File: config.mk
export PLATFORM = sky130hd
export DESIGN_NAME = instr_fetch
export DESIGN_NICKNAME = d
export VERILOG_FILES = /design/src/rtl/mips_pkg.sv /design/src/rtl/pc_next.sv /design/src/rtl/instr_fetch.sv
export SDC_FILE = /design/constraint.sdc
export NUM_CORES = 1
export LEC_CHECK = 0
export BUFFER_PORTS_ARGS = -buffer_cell sky130_fd_sc_hd__buf_2
export CAP_MARGIN = 20
export CORE_ASPECT_RATIO = 1.25
export CORE_MARGIN = 5
export CORE_UTILIZATION = 48
export CTS_BUF_LIST = sky130_fd_sc_hd__clkbuf_8 sky130_fd_sc_hd__clkbuf_16
export DETAILED_ROUTE_END_ITERATION = 10
export HOLD_SLACK_MARGIN = 0.08
export PLACE_DENSITY_LB_ADDON = 0.2
export SLEW_MARGIN = 15
export SYNTH_ARGS = -nofsm -noshare
export SYNTH_HDL_FRONTEND = slang
export SYNTH_SLANG_ARGS = --single-unit
File: constraint.sdc
create_clock -name clk -period 2.52 [get_ports clk]
set_input_delay 0.378 -clock clk [delete_from_list [all_inputs] [get_ports clk]]
set_output_delay 0.378 -clock clk [all_outputs]
set_load 0.02 [all_outputs]
File: src/rtl/mips_pkg.sv
// Shared definitions for the MIPS-style front end.
// Fetch FSM states, widths and reset defaults.
package mips_pkg;

  localparam int XLEN = 32;
  localparam int OPC_HI = 31;
  localparam int OPC_LO = 26;
  localparam logic [31:0] RESET_PC_DEF = 32'h0000_0000;

  typedef enum logic [1:0] {
    FETCH = 2'd0,
    WAIT  = 2'd1,
    HOLD  = 2'd2,
    DROP  = 2'd3
  } fetch_state_e;

endpackage

File: src/rtl/pc_next.sv
// Next-PC selection: sequential +4, branch and jump targets.
// Jump beats branch; targets are relative to the held instruction.
module pc_next #(
  parameter int XLEN = 32
) (
  input  logic [XLEN-1:0] i_pc,
  input  logic [XLEN-1:0] i_base,
  input  logic            i_br_taken,
  input  logic [15:0]     i_br_offset,
  input  logic            i_jmp,
  input  logic [25:0]     i_jmp_target,
  output logic [XLEN-1:0] o_pc_inc,
  output logic            o_redirect,
  output logic [XLEN-1:0] o_target
);

  logic [XLEN-1:0] w_br_off;
  logic [XLEN-1:0] w_br_tgt;
  logic [XLEN-1:0] w_jmp_tgt;

  // Candidate addresses, all with natural 32-bit wraparound.
  always_comb begin
    w_br_off  = {{(XLEN-18){i_br_offset[15]}}, i_br_offset, 2'b00};
    w_br_tgt  = i_base + w_br_off;
    w_jmp_tgt = {i_base[XLEN-1:XLEN-4], i_jmp_target, 2'b00};
    o_pc_inc  = i_pc + XLEN'(4);
  end

  // Redirect select; both requests may be active together.
  always_comb begin
    o_redirect = 1'b0;
    o_target   = o_pc_inc;
    priority case (1'b1)
      i_jmp: begin
        o_redirect = 1'b1;
        o_target   = w_jmp_tgt;
      end
      i_br_taken: begin
        o_redirect = 1'b1;
        o_target   = w_br_tgt;
      end
      default: begin
        o_redirect = 1'b0;
        o_target   = o_pc_inc;
      end
    endcase
  end

endmodule

File: src/rtl/instr_fetch.sv
// Instruction fetch stage: PC, single-outstanding imem reads,
// valid/ready hand-off to decode and branch/jump redirects.
module instr_fetch #(
  parameter int XLEN = mips_pkg::XLEN,
  parameter logic [XLEN-1:0] RESET_PC = mips_pkg::RESET_PC_DEF
) (
  input  logic            clk,
  input  logic            rst_n,
  output logic            imem_req,
  output logic [XLEN-1:0] imem_addr,
  input  logic            imem_rvalid,
  input  logic [XLEN-1:0] imem_rdata,
  output logic            if_valid,
  output logic [XLEN-1:0] if_instr,
  output logic [XLEN-1:0] if_pc,
  output logic [XLEN-1:0] if_pc_plus4,
  input  logic            id_ready,
  input  logic            br_taken,
  input  logic [15:0]     br_offset,
  input  logic            jmp,
  input  logic [25:0]     jmp_target
);

  import mips_pkg::fetch_state_e;
  import mips_pkg::FETCH;
  import mips_pkg::WAIT;
  import mips_pkg::HOLD;
  import mips_pkg::DROP;

  fetch_state_e    r_state;
  logic [XLEN-1:0] r_pc;
  logic            r_live;

  logic            w_req;
  logic            w_redirect;
  logic [XLEN-1:0] w_pc_inc;
  logic [XLEN-1:0] w_target;

  // r_live holds off the first request until a clock after reset.
  assign w_req     = r_live && (r_state == FETCH);
  assign imem_req  = w_req;
  assign imem_addr = r_pc;

  pc_next #(
    .XLEN(XLEN)
  ) u_pc_next (
    .i_pc         (r_pc),
    .i_base       (if_pc_plus4),
    .i_br_taken   (br_taken),
    .i_br_offset  (br_offset),
    .i_jmp        (jmp),
    .i_jmp_target (jmp_target),
    .o_pc_inc     (w_pc_inc),
    .o_redirect   (w_redirect),
    .o_target     (w_target)
  );

  // Fetch FSM with registered decode-facing outputs.
  always_ff @(posedge clk or negedge rst_n) begin
    if (!rst_n) begin
      r_state     <= FETCH;
      r_pc        <= RESET_PC;
      r_live      <= 1'b0;
      if_valid    <= 1'b0;
      if_instr    <= '0;
      if_pc       <= '0;
      if_pc_plus4 <= '0;
    end else begin
      r_live <= 1'b1;
      if (w_redirect) begin
        r_pc <= w_target;
      end
      unique case (r_state)
        FETCH: begin
          if (w_req) begin
            r_state <= w_redirect ? DROP : WAIT;
          end
        end
        WAIT: begin
          if (w_redirect) begin
            r_state <= imem_rvalid ? FETCH : DROP;
          end else if (imem_rvalid) begin
            if_instr    <= imem_rdata;
            if_pc       <= r_pc;
            if_pc_plus4 <= w_pc_inc;
            if_valid    <= 1'b1;
            r_state     <= HOLD;
          end
        end
        HOLD: begin
          if (w_redirect) begin
            if_valid <= 1'b0;
            r_state  <= FETCH;
          end else if (id_ready) begin
            r_pc     <= w_pc_inc;
            if_valid <= 1'b0;
            r_state  <= FETCH;
          end
        end
        DROP: begin
          if (imem_rvalid) begin
            r_state <= FETCH;
          end
        end
        default: begin
          r_state <= FETCH;
        end
      endcase
    end
  end

endmodule

# Word level (Yosys, flattened, before mapping)
# Cells that the tools add are included.
# W data, S select, Z words.
[totals]
regBits = 132
input_bits = 80
out_inout_bits = 130
wordCells = 47
[op_classes]
add_sub_neg = 2
n_eq_ne = 9
mux = 22
bitwise_logic = 1
n_reduce_logical = 6
[op_table]
columns = ["op", "n"]
rows = [
  ["$mux W32", 6],
  ["$add A32 B3 Y32 const B", 1],
  ["$add A32 B32 Y32", 1],
  ["$mux W2", 8],
  ["$ne A2 B2 Y1 const B", 4],
  ["$pmux W2 S4", 1],
  ["$reduce_and A4 Y1", 2],
  ["$mux W1", 6],
  ["$ne A3 B3 Y1 const B", 2],
  ["$eq A2 B2 Y1 const B", 2],
  ["$reduce_and A3 Y1", 1],
  ["$eq A2 B1 Y1 const B", 1],
  ["$logic_not A2 Y1", 1],
  ["$pmux W1 S2", 1],
  ["$reduce_bool A2 Y1", 1],
  ["$logic_and A1 B1 Y1", 1],
  ["$not A1 Y1", 1],
]

# Depth between registers and ports, before layout
# Gate-level depths: netlist of the first run.
[logic_depth]
word_depth = 7
depth_mapped = 10
depth_no_buf = 10

# Cells and area by module
# From an unflattened synthesis of the first run, not the netlist that was laid out.
[hier_totals]
cells_unflattened = 834
hier_area_um2 = 8257.9
[modules_own_cells]
columns = ["mod", "instances", "cells_each", "area_each_um2", "seq_area_each_um2"]
rows = [
  ["instr_fetch", 1, 397, 5474.0, 3303.2],
  ["pc_next", 1, 437, 2783.9, 0.0],
]

# Worst setup path before layout of the first run
# No wires, ideal clock.
[synth_timing]
path_type = "register -> register"
start = "reg if_pc_plus4[2]"
end = "reg r_pc[30] (netlist: imem_addr[30])"
setup_ns = 0.131
arrival_time_ns = 2.464
required_ns = 2.389
setup_slack_ns = -0.076
stages_incl_launch_ff = 11
n_path_buf = 0
period_less_slack_ns = 2.596
cell_sequence = "dfrtp_1 > ha_1 > fa_1 > a21oi_1 > o21ai_0 > nand3_1 > nand3_1 > o211ai_1 > o21a_1 > nor4_1 > or3_1"
[synth_between]
elab_chain_len = 7
[synth_lines]
columns = ["element", "line_no", "text"]
rows = [
  ["start: declaration", "instr_fetch.sv:16", "output logic [XLEN-1:0] if_pc_plus4,"],
  ["start signal: assignment", "instr_fetch.sv:85", "if_pc_plus4 <= w_pc_inc;"],
  ["$add A32 B32 Y32 *", "pc_next.sv:24", "w_br_tgt = i_base + w_br_off;"],
  ["$mux W32 * (2 in a row)", "pc_next.sv:33", "priority case (1'b1)"],
  ["$mux W32 *", "instr_fetch.sv:70", "if (w_redirect) begin"],
  ["$mux W32", "instr_fetch.sv:94", "end else if (id_ready) begin"],
  ["$mux W32", "instr_fetch.sv:91", "if (w_redirect) begin"],
  ["$mux W32 *", "instr_fetch.sv:73", "unique case (r_state)"],
  ["end signal: assignment", "instr_fetch.sv:71", "r_pc <= w_target;"],
  ["end signal: assignment", "instr_fetch.sv:95", "r_pc <= w_pc_inc;"],
  ["end: declaration", "instr_fetch.sv:31", "logic [XLEN-1:0] r_pc;"],
]
# Every way passes the cells marked *; elsewhere a longest branch is shown, timed or not.
# A chain may end at the register's enable or synchronous reset.

# Worst setup path after layout of the first run
[layout_timing]
start = "reg if_pc_plus4[3]"
end = "reg r_pc[21] (netlist: imem_addr[21])"
# Same word-level chain as after synthesis.

==> results of run 1 <==
stage by stage:
step	cell area [um2]	util, %	setup WS (ps)	power [W]	hold WS (ps)
6_report	10200	65.8	43.7	0.0131	161
4_1_cts	10000	64.7	3.60	0.0129	150
3_3_place_gp	9360	60.4	-178	0.0101	357
3_5_place_dp	9360	60.4	-228	0.0102	363
2_1_floorplan	7510	-	1.50	0.00759	82.4
5_1_grt	10200	65.8	-115	0.0139	169
power groups by stage:
| stage | Combinational [W] | Clock (W) | Sequential [W] |
|---|---|---|---|
| after floorplan | 0.00289 | 0 | 0.00471 |
| after global placement | 0.00644 | 0 | 0.00362 |
| after detailed placement | 0.00651 | 0 | 0.00366 |
| after CTS | 0.00661 | 0.00264 | 0.00364 |
| after global routing | 0.00741 | 0.00274 | 0.00378 |
| final | 0.00681 | 0.00260 | 0.00366 |
critical path: stages, from the launching register on:
cell and delay (ps):
dfrtp_1 430, ha_1 360, a211oi_2 270, o211ai_1 180, nand4_1 130, buf_4 140
a211oi_1 70, nor2_1 250, xor2_1 260, a211oi_1 110, a21o_1 160
repair_timing:
action | CTS | global route
setup buffers | 1 | 6
endpoints found under the setup margin | 6 | 14
hold endpoints to repair | 46 | 0
pin swaps | 9 | 24
hold buffers | 1 | 0
resized for setup | 7 | 25
registers in the layout, summed over array words and instances, names as in the netlist:
name         flops
r_state          2
if_valid         1
imem_addr       32
if_pc_plus4     30
r_live           1
if_instr        32
if_pc           32
path summary, 6_finish.rpt:
path	from	slack [ps]	to
worst max-delay path	if_pc_plus4[3]	40	imem_addr[21]
worst min-delay path	jmp_target[19]	160	imem_addr[21]
worst max register to register	if_pc_plus4[3]	40	imem_addr[21]
worst min register to register	if_instr[0]	500	if_instr[0]
max in group asynchronous	rst_n	1370	if_pc[4]
min in group asynchronous	rst_n	470	if_pc[21]
synth_stat cells, types with 11 or more instances:
cell type,count,area (um2)
a21o_1,16,120
nor2_1,56,210
nand4_1,11,68.8
nand3_1,22,110
o21ai_0,55,275
ha_1,30,375
clkbuf_1,31,116
nand2_1,85,319
a21oi_1,48,240
mux2_2,67,754
a211oi_1,15,113
inv_1,11,41.3
dfrtp_1,130,3250
xnor2_1,36,315
xor2_1,39,342
area by class of cell:
type	count	area (um2)
multi-input cells	575	4170
flip-flops and latches	130	3250
inverters	11	41.3
fillers	1331	5300
repair buffers	310	1850
clock buffers	18	439
well taps	212	265
clock inverters	14	178
metal layers:
metal / track usage, % / wire length, um / vias up / part of all wire (%)
li1: - / - / 3264 / -
met1: 30.6 / 9010 / 3290 / 40
met2: 43.3 / 11300 / 247 / 50
met3: 6.77 / 1660 / 45 / 7.4
met4: 8.58 / 593 / 0 / 2.6
met5: 0 / 0 / - / 0
cells by family after synthesis:
| group | share of synthesized area, % |
|---|---|
| simple gates | 13.5 |
| compound gates | 15.1 |
| flops | 43.3 |
| xor+xnor | 8.75 |
| mux | 10.6 |
| buf+inv | 3.42 |
| fa+ha+maj | 5.27 |
| other cells | 0.0500 |
==> summary.txt, run 1 <==
Nets = 1156
FF-to-FF path depth = 10
Async S/R FF share, synth = 100%
# DRC = 0
Die ar. = 18300 um2
post-synthesis cell count = 764
Port Buffers = 209
count of different cell masters after synthesis = 60
Hold Vio Cnt, Final = 0
share of cells above drive strength 1 = 42.5%
MaxCap Viol Count = 0
Post-Layout Cell Count = 1270
Clock power frac = 19.9%
synthesized area = 7500 um2
drt pass-1 iters = 5
CP Launch Type = flop
crit path DAT = 2800 ps
placed cells = 1230
outcome = finished clean
skew final = 7.09 ps
Post-Route WL = 22.5 mm
number of synthesized flops with an enable pin = 0
period utilization = 98.3%
Synth warnings = 0
Cell Rows = 51
area grow syn2layout = 36.0%
PwrDens = 1280 nW/um2
crit-path max FO = 4
via count of the first global-routing pass = 7131
vias per cell = 5.39
DR iter-0 viols = 339
most frequent cells in the layout = buf_2, dfrtp_1, buf_4
RSZ-0062 raised after global routing = yes
H-tree lvl count = 4
num ports = 210
# diodes = 0
sw power = 0.00545 W
Comb power frac = 52.1%
clk root buf = clkbuf_16
relative slew slack = 50.9%
syn nets = 875
ys flop type = dfrtp_1
max-slew violations = 0
number of synthesized register bits = 130
total core area = 15500 um2
Setup CP Type = flop to flop
worst vdd ir = 827 uV
leakage = 4.99 nW
CTS Sinks = 130
Avg Cell Area, Syn = 9.82 um2
initial antenna violation count = 0
Routed WL per cell = 17.7 um
first-pass GRT wire length = 36.2 mm
worst skew pair latency = 420 ps
sw frac = 41.7%
most common cell after layout, fill and taps aside = buf_2
minimum clock period = 2480 ps
initial core utilization = 48.4%
CTS max path bufs = 2
vias = 6846
Setup crit end kind = flop
largest net degree at the start of global routing = 64
Int Pwr = 0.00763 W
Critical Path RT = 2840 ps
Die W = 122 um
hold path cells = 2
Max Clock Freq = 404 MHz
Die H = 150 um
Final GP Congestion = 0.940
Tightest Pin Transition = 736 ps
clock transition at the registers of the reported paths = 60 ps
Num CTS Buffers = 17
Tot GR Track Use = 25.2%
Setup Viol. Count Final = 0
sequential power share = 28.0%
sequential-to-total area share from yosys stat = 43.3%
post-DP HPWL = 16.5 mm
Hold Path Class = input port to flop
global route total overflow = 0
antenna viol nets, final = 0
Setup TNS = 0 ps
TritonCTS clock tree = done
Note: power is estimated with default switching activity, not from simulation.
==> run 2, diff against run 1 <==
--- a/config.mk
+++ b/config.mk
@@ -5,12 +5,14 @@
 export SDC_FILE = /design/constraint.sdc
 export NUM_CORES = 1
 export LEC_CHECK = 0
+export ABC_AREA = 1
 export BUFFER_PORTS_ARGS = -buffer_cell sky130_fd_sc_hd__buf_2
 export CAP_MARGIN = 20
 export CORE_ASPECT_RATIO = 1.25
 export CORE_MARGIN = 5
-export CORE_UTILIZATION = 48
+export CORE_UTILIZATION = 49
 export CTS_BUF_LIST = sky130_fd_sc_hd__clkbuf_8 sky130_fd_sc_hd__clkbuf_16
+export CTS_CLUSTER_SIZE = 12
 export DETAILED_ROUTE_END_ITERATION = 10
 export HOLD_SLACK_MARGIN = 0.08
 export PLACE_DENSITY_LB_ADDON = 0.2
==> run 2 against run 1 <==
Die area up 5.7%. Core utilization down 3.7 points. Critical endpoint is now imem_addr[18]. Area after synthesis up 8.4%. Flip-flop and latch count unchanged. Sequential share of layout area up 0.30 points. Critical path type unchanged. Register-to-register slack better by 170 ps.
==> summary.txt, run 2 <==
Power Total = 0.0128 W
Tightest Pin Transition = 596 ps
hold path cells = 3
capturing point of the worst reg2reg path = imem_addr[18]
Setup crit end kind = flop
count of different cell masters after synthesis = 51
vias per cell = 5.32
post-layout util = 62.1%
global route total overflow = 0
crit-path max FO = 4
worst path bufs/invs = 1
initial antenna violation count = 0
post-DP HPWL = 22.1 mm
outcome = finished clean
HP Start = imem_rdata[24]
skew final = 7.20 ps
MaxCap Viol Count = 0
synthesized area = 8130 um2
Final GP Congestion = 0.935
antenna viol nets, final = 0
Hold Vio Cnt, Final = 0
launching point of the worst reg2reg path = if_pc_plus4[2]
minimum clock period = 2310 ps
number of synthesized flops with an enable pin = 0
Die W = 125 um
Synth warnings = 0
leakage = 5.49 nW
initial core utilization = 50.0%
Hold Path Class = input port to flop
total core area = 16300 um2
drt pass-1 iters = 5
most frequent cells in the layout = nand2_1, buf_2, dfrtp_1
Setup TNS = 0 ps
most instantiated cells after synthesis = nand2_1, dfrtp_1, inv_1
DR iter-0 viols = 555
crit path cell chain = ha_1 > fa_1 > nand3_1 > nand2_1 > nand2_1 > nand2_1 > nand2_1 > nand2_1 > a21oi_1 > o21ai_0 > nand2_1 > inv_1
clock transition at the registers of the reported paths = 60 ps
clk root buf = clkbuf_16
area leader, netlist = dfrtp_1
worst vdd ir = 579 uV
CP peak stage delay = 450 ps
endpoint of the worst hold path = if_instr[24]
Port Buffers = 209
largest net degree at the start of global routing = 77
via count of the first global-routing pass = 8322
Setup Viol. Count Final = 0
post-synthesis cell count = 1129
Die ar. = 19300 um2
Num CTS Buffers = 17
first-pass GRT wire length = 44.3 mm
PwrDens = 1270 nW/um2
# DRC = 0
Tot GR Track Use = 29.1%
CTS Sinks = 130
Die H = 154 um
# diodes = 0
Cell Rows = 52
crit path DAT = 2630 ps
# resized after CTS = 0
Max Clock Freq = 433 MHz
placed cells = 1542
dpl cell area = 9470 um2
RSZ-0062 raised after global routing = no
num ports = 210
Nets = 1457
dominant cells by area after synthesis = dfrtp_1, nand2_1, inv_1
period utilization = 91.6%
Post-Layout Cell Count = 1575
FF-to-FF path depth = 12
CP max-delay cell = fa_1
CP Launch Type = flop
most common cell in the synthesized netlist = nand2_1
cell class contributing the biggest share of worst-path delay = simple AND/OR/NAND/NOR gates
Post-Route WL = 27.9 mm
worst skew pair latency = 420 ps
area grow syn2layout = 24.3%
Setup Fix Bufs, Post-CTS = 0
Async S/R FF share, synth = 100%
Most common cell on crit path = nand2_1
number of synthesized register bits = 130
Routed WL per cell = 17.7 um
TritonCTS clock tree = done
Setup CP Type = flop to flop
Avg Cell Area, Syn = 7.20 um2
Reg2Reg Setup Slack = 210 ps
vias = 8375
syn nets = 1240
Critical Path RT = 2840 ps
Yosys top cell area share = 40.0%
relative slew slack = 60.3%
share of cells above drive strength 1 = 22.4%
max-slew violations = 0
sequential-to-total area share from yosys stat = 40.0%
ys flop type = dfrtp_1
H-tree lvl count = 4
post-route design area = 10100 um2
most common cell after layout, fill and taps aside = nand2_1
CTS max path bufs = 2
==> run 2: tightest hold or removal path: stages <==
cell and delay (ps):
buf_2 70, nand2_1 40, nand2_1 50
==> run 2: worst max path at each step <==
stage	slack, ps	end	cells past startpoint	startpoint
finish	210	imem_addr[18]	12	if_pc_plus4[2]
global route	70	imem_addr[18]	12	if_pc_plus4[2]
CTS	250	imem_addr[18]	12	if_pc_plus4[2]
detailed placement	200	imem_addr[29]	12	br_offset[15]
global placement	210	imem_addr[29]	12	br_offset[15]
floorplan	550	imem_addr[18]	12	if_pc_plus4[2]
==> run 2: cell type report <==
cell class | instances | area (um2)
Clock buffer | 17 | 425
Clock inverter | 15 | 205
Fill cell | 1551 | 6160
Inverter | 135 | 508
Multi-Input combinational cell | 829 | 4190
Sequential cell | 130 | 3250
Tap cell | 216 | 270
Timing Repair Buffer | 233 | 1260
==> run 2: timing repair <==
action	in CTS	in global routing
endpoints found under the setup margin	0	0
hold endpoints to repair	47	0
hold buffers	1	0
==> run 2: cell families after synthesis <==
family | after synthesis | share of synthesized area, %
other cells | 1 | 0.0461
fa+ha+maj | 31 | 4.86
compound gates | 179 | 12.7
buf+inv | 170 | 8.60
xor+xnor | 21 | 2.26
flops | 130 | 40.0
simple gates | 597 | 31.5
==> run 2: stage by stage <==
step | hold slack [ps] | worst slack [ps]
2_1_floorplan | 82.4 | 550
3_3_place_gp | 356 | 209
3_5_place_dp | 359 | 200
4_1_cts | 138 | 253
5_1_grt | 144 | 67.7
6_report | 149 | 213
==> run 2: per-layer routing <==
layer | up-vias | track usage (%) | share of wire (%)
li1 | 4104 | - | -
met1 | 3874 | 36.5 | 42
met2 | 326 | 49.0 | 48
met3 | 71 | 4.09 | 5.9
met4 | 0 | 14.6 | 4.5
met5 | - | 0 | 0
==> run 2: power by group <==
part	internal [W]	total, W	switching (W)
Combinational	0.00210	0.00640	0.00430
Clock	0.00167	0.00266	0.000995
Sequential	0.00297	0.00375	0.000784
==> run 3, diff against run 2 <==
--- a/config.mk
+++ b/config.mk
@@ -9,7 +9,6 @@
 export BUFFER_PORTS_ARGS = -buffer_cell sky130_fd_sc_hd__buf_2
 export CAP_MARGIN = 20
 export CORE_ASPECT_RATIO = 1.25
-export CORE_MARGIN = 5
 export CORE_UTILIZATION = 49
 export CTS_BUF_LIST = sky130_fd_sc_hd__clkbuf_8 sky130_fd_sc_hd__clkbuf_16
 export CTS_CLUSTER_SIZE = 12
==> run 3 against run 2 <==
Largest power group unchanged. Fmax rose by 5.1%. Critical path type unchanged. Hold slack got worse by 1.5 ps. Final cell count fell by 0.19%. Wire length fell by 1.7%.
==> summary.txt, run 3 (same netlist as run 2, synthesis figures left out) <==
CP peak stage delay = 440 ps
Max Clock Freq = 456 MHz
hold_buf cts = 1
Die ar. = 17100 um2
Fill cells = 1563
worst skew pair latency = 420 ps
num ports = 210
drt pass-1 iters = 5
Power Total = 0.0126 W
antenna viol nets, final = 0
Port Buffers = 209
Setup Viol. Count Final = 0
vias per cell = 5.37
skew final = 7.20 ps
CP Launch Type = flop
max-slew violations = 0
hold path cells = 3
TritonCTS clock tree = done
global route total overflow = 0
initial core utilization = 50.2%
most frequent cells in the layout = nand2_1, buf_2, dfrtp_1
Critical Path RT = 2830 ps
crit path DAT = 2510 ps
Tot GR Track Use = 32.6%
minimum clock period = 2200 ps
FF/Latch Area = 3250 um2
most common cell after layout, fill and taps aside = nand2_1
Crit. path cell count = 12
relative slew slack = 47.6%
RSZ-0062 raised after global routing = no
CTS max path bufs = 2
Cell Rows = 52
leakage = 5.44 nW
CTS Sinks = 130
Setup crit end kind = flop
crit path cell chain = ha_1 > fa_1 > nand3_1 > nand2_1 > nand2_1 > nand2_1 > nand2_1 > nand2_1 > nand2_1 > nand3b_1 > nand3_1 > nand2_1
MaxCap Viol Count = 0
clk root buf = clkbuf_16
crit-path max FO = 4
Setup WS post-layout = 325 ps
Most common cell on crit path = nand2_1
Tightest Pin Transition = 786 ps
worst path bufs/invs = 0
Hold Path Class = input port to flop
first-pass GRT wire length = 41.4 mm
Nets = 1454
CP max-delay cell = fa_1
cell class contributing the biggest share of worst-path delay = simple AND/OR/NAND/NOR gates
Num CTS Buffers = 17
post-layout util = 61.9%
FF-to-FF path depth = 12
via count of the first global-routing pass = 7876
H-tree lvl count = 4
Hold Vio Cnt, Final = 0
outcome = finished clean
total core area = 16200 um2
Post-Route WL = 27.5 mm
# diodes = 0
initial antenna violation count = 0
area grow syn2layout = 23.4%
Setup CP Type = flop to flop
share of cells above drive strength 1 = 22.3%
largest net degree at the start of global routing = 70
PwrDens = 1250 nW/um2
worst vdd ir = 682 uV
post-DP HPWL = 21.2 mm
Die W = 117 um
Setup TNS = 0 ps
multi-input logic area = 4190 um2
DR iter-0 viols = 662
Die H = 146 um
Routed WL per cell = 17.5 um
Setup Fix Bufs, Post-CTS = 0
Final GP Congestion = 0.954
period utilization = 87.1%
vias = 8443
setup slack at placement = 219 ps
clock transition at the registers of the reported paths = 60 ps
# DRC = 0
# resized after CTS = 0
[run 3: changes by cell type in the layout (fill, tap and decap cells not counted)]
cell / delta
clkinv_4: -3
buf_4: -3
clkbuf_8: +1
inv_6: +2
inv_1: -1
clkinvlp_4: +3
inv_8: +2
bufinv_16: -3
clkinv_2: -1
[run 3: worst min-delay path, stage by stage]
cell	delay, ps
buf_2	70
nand2_1	40
nand2_1	50
[run 3: worst paths after layout]
| check | from | endpoint | slack (ps) |
|---|---|---|---|
| worst max register to register | if_pc_plus4[2] | imem_addr[26] | 320 |
| min in group asynchronous | rst_n | if_pc[3] | 520 |
| worst max-delay path | if_pc_plus4[2] | imem_addr[26] | 320 |
| worst min register to register | if_instr[16] | if_instr[16] | 460 |
| max in group asynchronous | rst_n | if_instr[10] | 1230 |
| worst min-delay path | imem_rdata[16] | if_instr[16] | 150 |
[run 3: report_power, final]
| group | switching (W) | internal, W |
|---|---|---|
| registers | 0.000852 | 0.00297 |
| clock network | 0.00105 | 0.00141 |
| logic | 0.00422 | 0.00206 |
[run 3: final cells by class]
cell class | instances | share of cell area, %
repair buffers | 230 | 12.3
multi-input cells | 829 | 41.7
clock inverters | 14 | 1.42
clock buffers | 18 | 4.38
well taps | 216 | 2.69
flip-flops and latches | 130 | 32.4
inverters | 135 | 5.06
[run 3: through the flow]
step,instance area [um2],std cells,hold WS [ps]
floorplan,8130,1129,82.4
global placement,9440,1539,408
detailed placement,9440,1539,409
CTS,10000,1572,138
global route,10000,1572,139
finish,10000,1572,148
[run 3: routing by layer]
metal  track usage [%]  up-vias  part of all wire [%]
li1                  -     4087                     -
met1              38.8     3892                    40
met2              52.9      381                    47
met3              6.81       83                   7.1
met4              20.4        0                   6.1
met5                 0        -                     0
